===== src/rtl/uart_rx_oversampled.sv =====
// Purpose: oversampled UART receiver; 2-flop synchronizer, majority-of-3 bit sampling, optional parity, 1/2 stop bits.
// Latency: frame results load on the clock edge that ends the final stop bit's third sample (mid stop bit + 1 clock).
// Backpressure: none on the line; an unacknowledged frame is overwritten by the next one and overrun_error is raised.
//
// Ports:
//   clock, reset          system clock (rising edge), asynchronous active-high reset
//   serial_connection     asynchronous serial input, idle high
//   data                  payload of the last completed frame
//   data_valid / data_ack frame-held flag and its consumer acknowledge
//   parity_error, framing_error, break_detect, overrun_error  status for the frame in data
//   busy                  receiver is somewhere inside a frame
module uart_rx_oversampled #(
    parameter int CLKS_PER_BIT = 868,
    parameter int DATA_BITS    = 8,
    parameter int PARITY       = 0,
    parameter int STOP_BITS    = 1
) (
    input  logic                 clock,
    input  logic                 reset,
    input  logic                 serial_connection,
    output logic [DATA_BITS-1:0] data,
    output logic                 data_valid,
    input  logic                 data_ack,
    output logic                 parity_error,
    output logic                 framing_error,
    output logic                 break_detect,
    output logic                 overrun_error,
    output logic                 busy
);

    localparam int CW  = $clog2(CLKS_PER_BIT);
    localparam int IW  = $clog2(DATA_BITS);
    localparam int MID = CLKS_PER_BIT / 2;

    localparam logic [CW-1:0] CNT_LAST = CW'(CLKS_PER_BIT - 1);
    localparam logic [CW-1:0] CNT_S0   = CW'(MID - 1);
    localparam logic [CW-1:0] CNT_S1   = CW'(MID);
    localparam logic [CW-1:0] CNT_S2   = CW'(MID + 1);
    localparam logic [IW-1:0] IDX_LAST = IW'(DATA_BITS - 1);

    typedef enum logic [2:0] {
        ST_IDLE,
        ST_START,
        ST_DATA,
        ST_PARITY,
        ST_STOP
    } state_t;

    state_t                 state_q;
    state_t                 state_d;
    logic                   sync_q1;
    logic                   rx_s;
    logic [CW-1:0]          cnt;
    logic [1:0]             samp;
    logic [IW-1:0]          bit_idx;
    logic                   stop_idx;
    logic [DATA_BITS-1:0]   shift_q;
    logic                   par_q;
    logic                   stop_err_q;
    logic                   any_high_q;

    logic                   bit_end;
    logic                   at_s0;
    logic                   at_s1;
    logic                   at_s2;
    logic                   maj;
    logic                   last_data;
    logic                   last_stop;
    logic                   frame_done;
    logic                   exp_par;
    logic                   fr_perr;
    logic                   fr_ferr;
    logic                   fr_brk;

    // Two-flop synchronizer; idles high so reset does not look like a start bit.
    always_ff @(posedge clock or posedge reset) begin
        if (reset) begin
            sync_q1 <= 1'b1;
            rx_s    <= 1'b1;
        end else begin
            sync_q1 <= serial_connection;
            rx_s    <= sync_q1;
        end
    end

    assign bit_end   = (cnt == CNT_LAST);
    assign at_s0     = (cnt == CNT_S0);
    assign at_s1     = (cnt == CNT_S1);
    assign at_s2     = (cnt == CNT_S2);
    // Third sample is taken live from rx_s; the first two were latched earlier.
    assign maj       = (samp[0] & samp[1]) | (samp[0] & rx_s) | (samp[1] & rx_s);
    assign last_data = (bit_idx == IDX_LAST);
    assign last_stop = (STOP_BITS == 1) || stop_idx;
    // Leave STOP at the last stop sample so a back-to-back start edge is not missed.
    assign frame_done = (state_q == ST_STOP) && at_s2 && last_stop;

    // Odd parity: data plus parity bit has an odd count of ones.
    assign exp_par = (PARITY == 1) ? ~(^shift_q) : (^shift_q);
    assign fr_perr = (PARITY != 0) && (par_q != exp_par);
    assign fr_ferr = stop_err_q | ~maj;
    assign fr_brk  = ~(any_high_q | maj);

    always_ff @(posedge clock or posedge reset) begin
        if (reset) begin
            state_q <= ST_IDLE;
        end else begin
            state_q <= state_d;
        end
    end

    always_comb begin
        state_d = state_q;
        case (state_q)
            ST_IDLE: begin
                if (!rx_s) begin
                    state_d = ST_START;
                end
            end
            ST_START: begin
                if (at_s2 && maj) begin
                    state_d = ST_IDLE;
                end else if (bit_end) begin
                    state_d = ST_DATA;
                end
            end
            ST_DATA: begin
                if (bit_end && last_data) begin
                    state_d = (PARITY != 0) ? ST_PARITY : ST_STOP;
                end
            end
            ST_PARITY: begin
                if (bit_end) begin
                    state_d = ST_STOP;
                end
            end
            ST_STOP: begin
                if (frame_done) begin
                    state_d = ST_IDLE;
                end
            end
            default: state_d = ST_IDLE;
        endcase
    end

    // Bit timing and frame assembly.
    always_ff @(posedge clock or posedge reset) begin
        if (reset) begin
            cnt        <= '0;
            samp       <= '0;
            bit_idx    <= '0;
            stop_idx   <= 1'b0;
            shift_q    <= '0;
            par_q      <= 1'b0;
            stop_err_q <= 1'b0;
            any_high_q <= 1'b0;
        end else begin
            if (state_q == ST_IDLE || state_d == ST_IDLE || bit_end) begin
                cnt <= '0;
            end else begin
                cnt <= cnt + 1'b1;
            end

            if (at_s0) begin
                samp[0] <= rx_s;
            end
            if (at_s1) begin
                samp[1] <= rx_s;
            end

            case (state_q)
                ST_IDLE: begin
                    bit_idx    <= '0;
                    stop_idx   <= 1'b0;
                    stop_err_q <= 1'b0;
                    any_high_q <= 1'b0;
                end
                ST_DATA: begin
                    if (at_s2) begin
                        shift_q    <= {maj, shift_q[DATA_BITS-1:1]};
                        any_high_q <= any_high_q | maj;
                    end
                    if (bit_end) begin
                        bit_idx <= last_data ? '0 : bit_idx + 1'b1;
                    end
                end
                ST_PARITY: begin
                    if (at_s2) begin
                        par_q      <= maj;
                        any_high_q <= any_high_q | maj;
                    end
                end
                ST_STOP: begin
                    if (at_s2) begin
                        stop_err_q <= stop_err_q | ~maj;
                        any_high_q <= any_high_q | maj;
                    end
                    if (bit_end) begin
                        stop_idx <= 1'b1;
                    end
                end
                default: ;
            endcase
        end
    end

    // Output holding register. A completing frame wins over a same-cycle ack:
    // the ack retires the old frame, so no overrun is flagged.
    always_ff @(posedge clock or posedge reset) begin
        if (reset) begin
            data          <= '0;
            data_valid    <= 1'b0;
            parity_error  <= 1'b0;
            framing_error <= 1'b0;
            break_detect  <= 1'b0;
            overrun_error <= 1'b0;
        end else if (frame_done) begin
            data          <= shift_q;
            data_valid    <= 1'b1;
            parity_error  <= fr_perr;
            framing_error <= fr_ferr | fr_brk;
            break_detect  <= fr_brk;
            overrun_error <= data_valid & ~data_ack;
        end else if (data_valid && data_ack) begin
            data_valid    <= 1'b0;
            parity_error  <= 1'b0;
            framing_error <= 1'b0;
            break_detect  <= 1'b0;
            overrun_error <= 1'b0;
        end
    end

    assign busy = (state_q != ST_IDLE);

endmodule


===== config.mk =====
export PLATFORM = sky130hd
export DESIGN_NAME = uart_rx_oversampled
export DESIGN_NICKNAME = d
export VERILOG_FILES = /design/src/rtl/uart_rx_oversampled.sv
export SDC_FILE = /design/constraint.sdc
export NUM_CORES = 1
export LEC_CHECK = 0
export BUFFER_PORTS_ARGS = -buffer_cell sky130_fd_sc_hd__buf_4
export CORE_ASPECT_RATIO = 2
export CORE_MARGIN = 10
export CORE_UTILIZATION = 58
export CTS_CLUSTER_SIZE = 20
export DETAILED_ROUTE_END_ITERATION = 16
export GPL_TIMING_DRIVEN = 0
export PLACE_DENSITY = 0.78
export SLEW_MARGIN = 40
export SYNTH_ARGS = -nofsm -noshare
export SYNTH_HDL_FRONTEND = slang
export SYNTH_SLANG_ARGS = --single-unit

===== constraint.sdc =====
create_clock -name clock -period 2.3 [get_ports clock]
set_clock_uncertainty 0.15 [all_clocks]
set_input_delay 0.345 -clock clock [delete_from_list [all_inputs] [get_ports clock]]
set_output_delay 0.345 -clock clock [all_outputs]
set_load 0.01 [all_outputs]

==> flow_summary.ini <==
[global_route]
met2_usage_pct = 26.4
antenna_found_initial = 0
grt-busiest-layer = met2
met3_usage_pct = 2.96
wire_length_of_the_first_global_routing_pass_um = 6610
grt_pass1_vias = 1430
use_met1_pct = 13.1
maximum_number_of_pins_on_one_net_before_global_route_repair = 28
grt_overflow = 0
grt_util_all_layers_pct = 13.8

[logic_synthesis]
syn-instance-count = 170
mappedNetlistNets = 179
seq_area_frac_synth_pct = 53.0
netlist_area_um2 = 1990
yosys.cell_types.count = 43
mean_area_per_synthesized_cell_um2 = 11.7
ys_seq_elements = 42
yosysWarningCount = 0

[timing]
hold_ws_ps = 97.0
final-hold-violation-count = 0
achievable-frequency_mhz = 447
max_slew.worst_pin.slew_ps = 504
maxSlewViolCount = 0
slew-limit-headroom_pct = 66.1
fin_crit_ps = 2240
final_min_period_over_clock_period_pct = 97.2
final-setup-viol-count = 0

[critical_path]
critPathKind = reg2reg
critical_path.endpoint_type = flip-flop
timing.critical_path.from_type = flip-flop
critical_path.cell_chain = ha_1 > buf_2 > nand4b_1 > or4_4 > o21ai_0 > a21oi_1
critPathSlowestCell = sky130_fd_sc_hd__or4_4
timing.critical_path.required_ps = 2310
cpLargestDelayFamily = simple AND/OR/NAND/NOR gates
slowest_delay_ps = 580
worst-path-max-fanout = 8
cp_data_arrival_time_ps = 2250
critPathBufInv = 1

[cts]
tritoncts = yes
cts_max_path_buffers = 2
tritoncts_sink_count = 42
clock_insertion_delay_worst_skew_ps = 290
clk_pin_slew_ps = 80
cts-root-buf = sky130_fd_sc_hd__clkbuf_8
postCtsSetupRepairBufs = 0
cts-buffers-inserted = 5
cts-htree-levels = 2

[floorplan]
core_um2 = 3340
fp.dieH_um = 103
floorplan.io_pins = 18
placementRows = 30
start_util_pct = 59.5
die_w_um = 61.4
fp.dieArea_um2 = 6310

[min_path]
hold_class = in2reg

[routing]
drt_pass1_iterations = 4
final_wl_um = 3960
drc = 0
detailroute.via_count = 1344
antenna_violating_nets_post_route = 0
routed_wire_length_per_instance_um = 17.3
dr.first_iter.drc_count = 50
vias_per_cell = 5.87

[power_and_ir_drop]
reported_leakage_power_nw = 1.11
vdd.ir_drop.worst_mv = 0.535
pwr_density_cell_nw_per_um2 = 549
fin_total_pwr_mw = 1.26

[cells_and_area]
num_antenna_cells = 0
final_layout_size_suffix_gt1_share_pct = 29.4
area_growth_syn_to_layout_pct = 15.7
design.final.nets = 205

[status]
outcome = completed

[place]
hpwl_after_dpl_um = 2950
port_buffers = 16
finalWeightedCongestion = 0.751

[job]
maxcap_violations = 0
==> sequential cells by signal, summed over array words and instances (netlist names) <==
register and cells:
state_q 3, data_valid 1, any_high_q 1, overrun_error 1, samp 2, framing_error 1
data 8, break_detect 1, rx_s 1, cnt 10, bit_idx 3, sync_q1 1
stop_err_q 1, shift_q 8
==> cell usage after synthesis <==
| master | count | share of area [%] |
|---|---|---|
| sky130_fd_sc_hd__dfrtp_1 | 40 | 50 |
| sky130_fd_sc_hd__nor2_1 | 17 | 3.2 |
| sky130_fd_sc_hd__mux2_2 | 16 | 9.1 |
| sky130_fd_sc_hd__nand3_1 | 7 | 1.8 |
| sky130_fd_sc_hd__o21ai_0 | 7 | 1.8 |
| sky130_fd_sc_hd__inv_1 | 6 | 1.1 |
| sky130_fd_sc_hd__nand2_1 | 6 | 1.1 |
| sky130_fd_sc_hd__nand4_1 | 6 | 1.9 |
| sky130_fd_sc_hd__a21oi_1 | 5 | 1.3 |
| sky130_fd_sc_hd__ha_1 | 5 | 3.1 |
| sky130_fd_sc_hd__xor2_1 | 5 | 2.2 |
| sky130_fd_sc_hd__nor3_1 | 4 | 1.0 |
| sky130_fd_sc_hd__clkbuf_1 | 3 | 0.57 |
| sky130_fd_sc_hd__o211ai_1 | 3 | 1.1 |
| sky130_fd_sc_hd__xnor2_1 | 3 | 1.3 |
| sky130_fd_sc_hd__and4_1 | 2 | 0.88 |
| sky130_fd_sc_hd__buf_2 | 2 | 0.50 |
| sky130_fd_sc_hd__buf_6 | 2 | 1.1 |
| sky130_fd_sc_hd__dfstp_2 | 2 | 2.6 |
| sky130_fd_sc_hd__mux2_4 | 2 | 1.5 |
| sky130_fd_sc_hd__nand2b_1 | 2 | 0.63 |
| sky130_fd_sc_hd__nand3b_1 | 2 | 0.75 |
| sky130_fd_sc_hd__nor2b_1 | 2 | 0.63 |
| sky130_fd_sc_hd__nor3b_1 | 2 | 0.75 |
| sky130_fd_sc_hd__a31oi_1 | 1 | 0.31 |
| sky130_fd_sc_hd__a41oi_1 | 1 | 0.44 |
| sky130_fd_sc_hd__buf_4 | 1 | 0.38 |
| sky130_fd_sc_hd__clkbuf_2 | 1 | 0.25 |
| sky130_fd_sc_hd__conb_1 | 1 | 0.19 |
| sky130_fd_sc_hd__maj3_1 | 1 | 0.50 |
| sky130_fd_sc_hd__nand4_2 | 1 | 0.63 |
| sky130_fd_sc_hd__nand4_4 | 1 | 1.1 |
| sky130_fd_sc_hd__nand4b_1 | 1 | 0.44 |
| sky130_fd_sc_hd__nor4_2 | 1 | 0.63 |
| sky130_fd_sc_hd__nor4_4 | 1 | 1.1 |
| sky130_fd_sc_hd__o21a_1 | 1 | 0.38 |
| sky130_fd_sc_hd__o22a_1 | 1 | 0.44 |
| sky130_fd_sc_hd__o31ai_1 | 1 | 0.38 |
| sky130_fd_sc_hd__o31ai_4 | 1 | 1.1 |
| sky130_fd_sc_hd__or2_1 | 1 | 0.31 |
| sky130_fd_sc_hd__or3_1 | 1 | 0.31 |
| sky130_fd_sc_hd__or3b_2 | 1 | 0.44 |
| sky130_fd_sc_hd__or4_1 | 1 | 0.38 |
==> report_power, final <==
part	switching, mW	total, mW	internal, mW
registers	0.00353	0.747	0.744
clock network	0.237	0.479	0.242
logic	0.0209	0.0370	0.0161
total	0.261	1.26	1.00
==> routing by layer <==
layer | vias up | share of wire, %
met1 | 668 | 35
met5 | - | 0
met3 | 6 | 3.3
met2 | 19 | 60
met4 | 0 | 1.7
li1 | 651 | -
==> kinds of logic after synthesis <==
| group | synth area share (%) |
|---|---|
| other | 0.189 |
| and+or+nand+nor | 17.9 |
| AOI/OAI and AO/OA | 7.17 |
| DFF | 53.0 |
| buffers and inverters | 3.96 |
| xor gates and xnor gates | 3.52 |
| muxes | 10.6 |
| adders and majority gates | 3.65 |
==> per-stage QoR <==
step	setup slack (ps)	utilization, %	instance area, um^2	setup TNS (ps)	instances
CTS	98.3	68.2	2280	0	228
detailed placement	148	65.1	2180	0	219
finish	64.4	68.8	2300	0	229
floorplan	337	-	1990	0	170
global route	-8.01	68.8	2300	-8.01	229
global placement	208	64.3	2150	0	218
==> layout make-up <==
class / instances / area, um^2
sequential: 42 / 1050
fill: 241 / 1040
multi-input combinational: 113 / 868
timing repair buffer: 19 / 168
clock buffer: 7 / 86.3
buffer: 9 / 56.3
tap: 32 / 40.0
inverter: 6 / 22.5
clock inverter: 1 / 5.00
==> worst register-to-register path: cells and delay by family, from the launching register on <==
kind                       cells  cell delay [ps]
adders and majority gates      1              160
buffers and inverters          1              220
DFF                            1              430
AOI/OAI and AO/OA              2              340
and+or+nand+nor                2              810
==> timing repair <==
| action | in CTS | in global routing |
|---|---|---|
| hold endpoints to repair | 13 | 1 |
| endpoints found under the setup margin | 0 | 4 |
| hold buffers | 1 | 1 |
| resized for setup | 0 | 2 |
==> cells in the final DEF (no fill, tap or decap), types with 3 or more instances in the layout <==
| master | instances |
|---|---|
| sky130_fd_sc_hd__mux2_2 | 16 |
| sky130_fd_sc_hd__xnor2_1 | 3 |
| sky130_fd_sc_hd__inv_1 | 5 |
| sky130_fd_sc_hd__o21ai_0 | 7 |
| sky130_fd_sc_hd__xor2_1 | 5 |
| sky130_fd_sc_hd__nand2_1 | 6 |
| sky130_fd_sc_hd__dfrtp_1 | 40 |
| sky130_fd_sc_hd__clkbuf_1 | 4 |
| sky130_fd_sc_hd__nor2_1 | 17 |
| sky130_fd_sc_hd__clkbuf_8 | 6 |
| sky130_fd_sc_hd__o211ai_1 | 3 |
| sky130_fd_sc_hd__buf_4 | 17 |
| sky130_fd_sc_hd__nand4_1 | 6 |
| sky130_fd_sc_hd__nor3_1 | 4 |
| sky130_fd_sc_hd__ha_1 | 5 |
| sky130_fd_sc_hd__a21oi_1 | 5 |
| sky130_fd_sc_hd__nand3_1 | 7 |
==> worst paths after layout <==
kind	slack, ps	endpoint	from	depth (start not counted)
setup / recovery	60	state_q[1]	cnt[0]	6
hold / removal	100	data_valid	data_ack	2
setup reg to reg	60	state_q[1]	cnt[0]	6
hold reg to reg	210	rx_s	sync_q1	0
max in group asynchronous	1110	data[2]	reset	4
min in group asynchronous	440	cnt[9]	reset	3
Power figures use the tool's default switching activity.
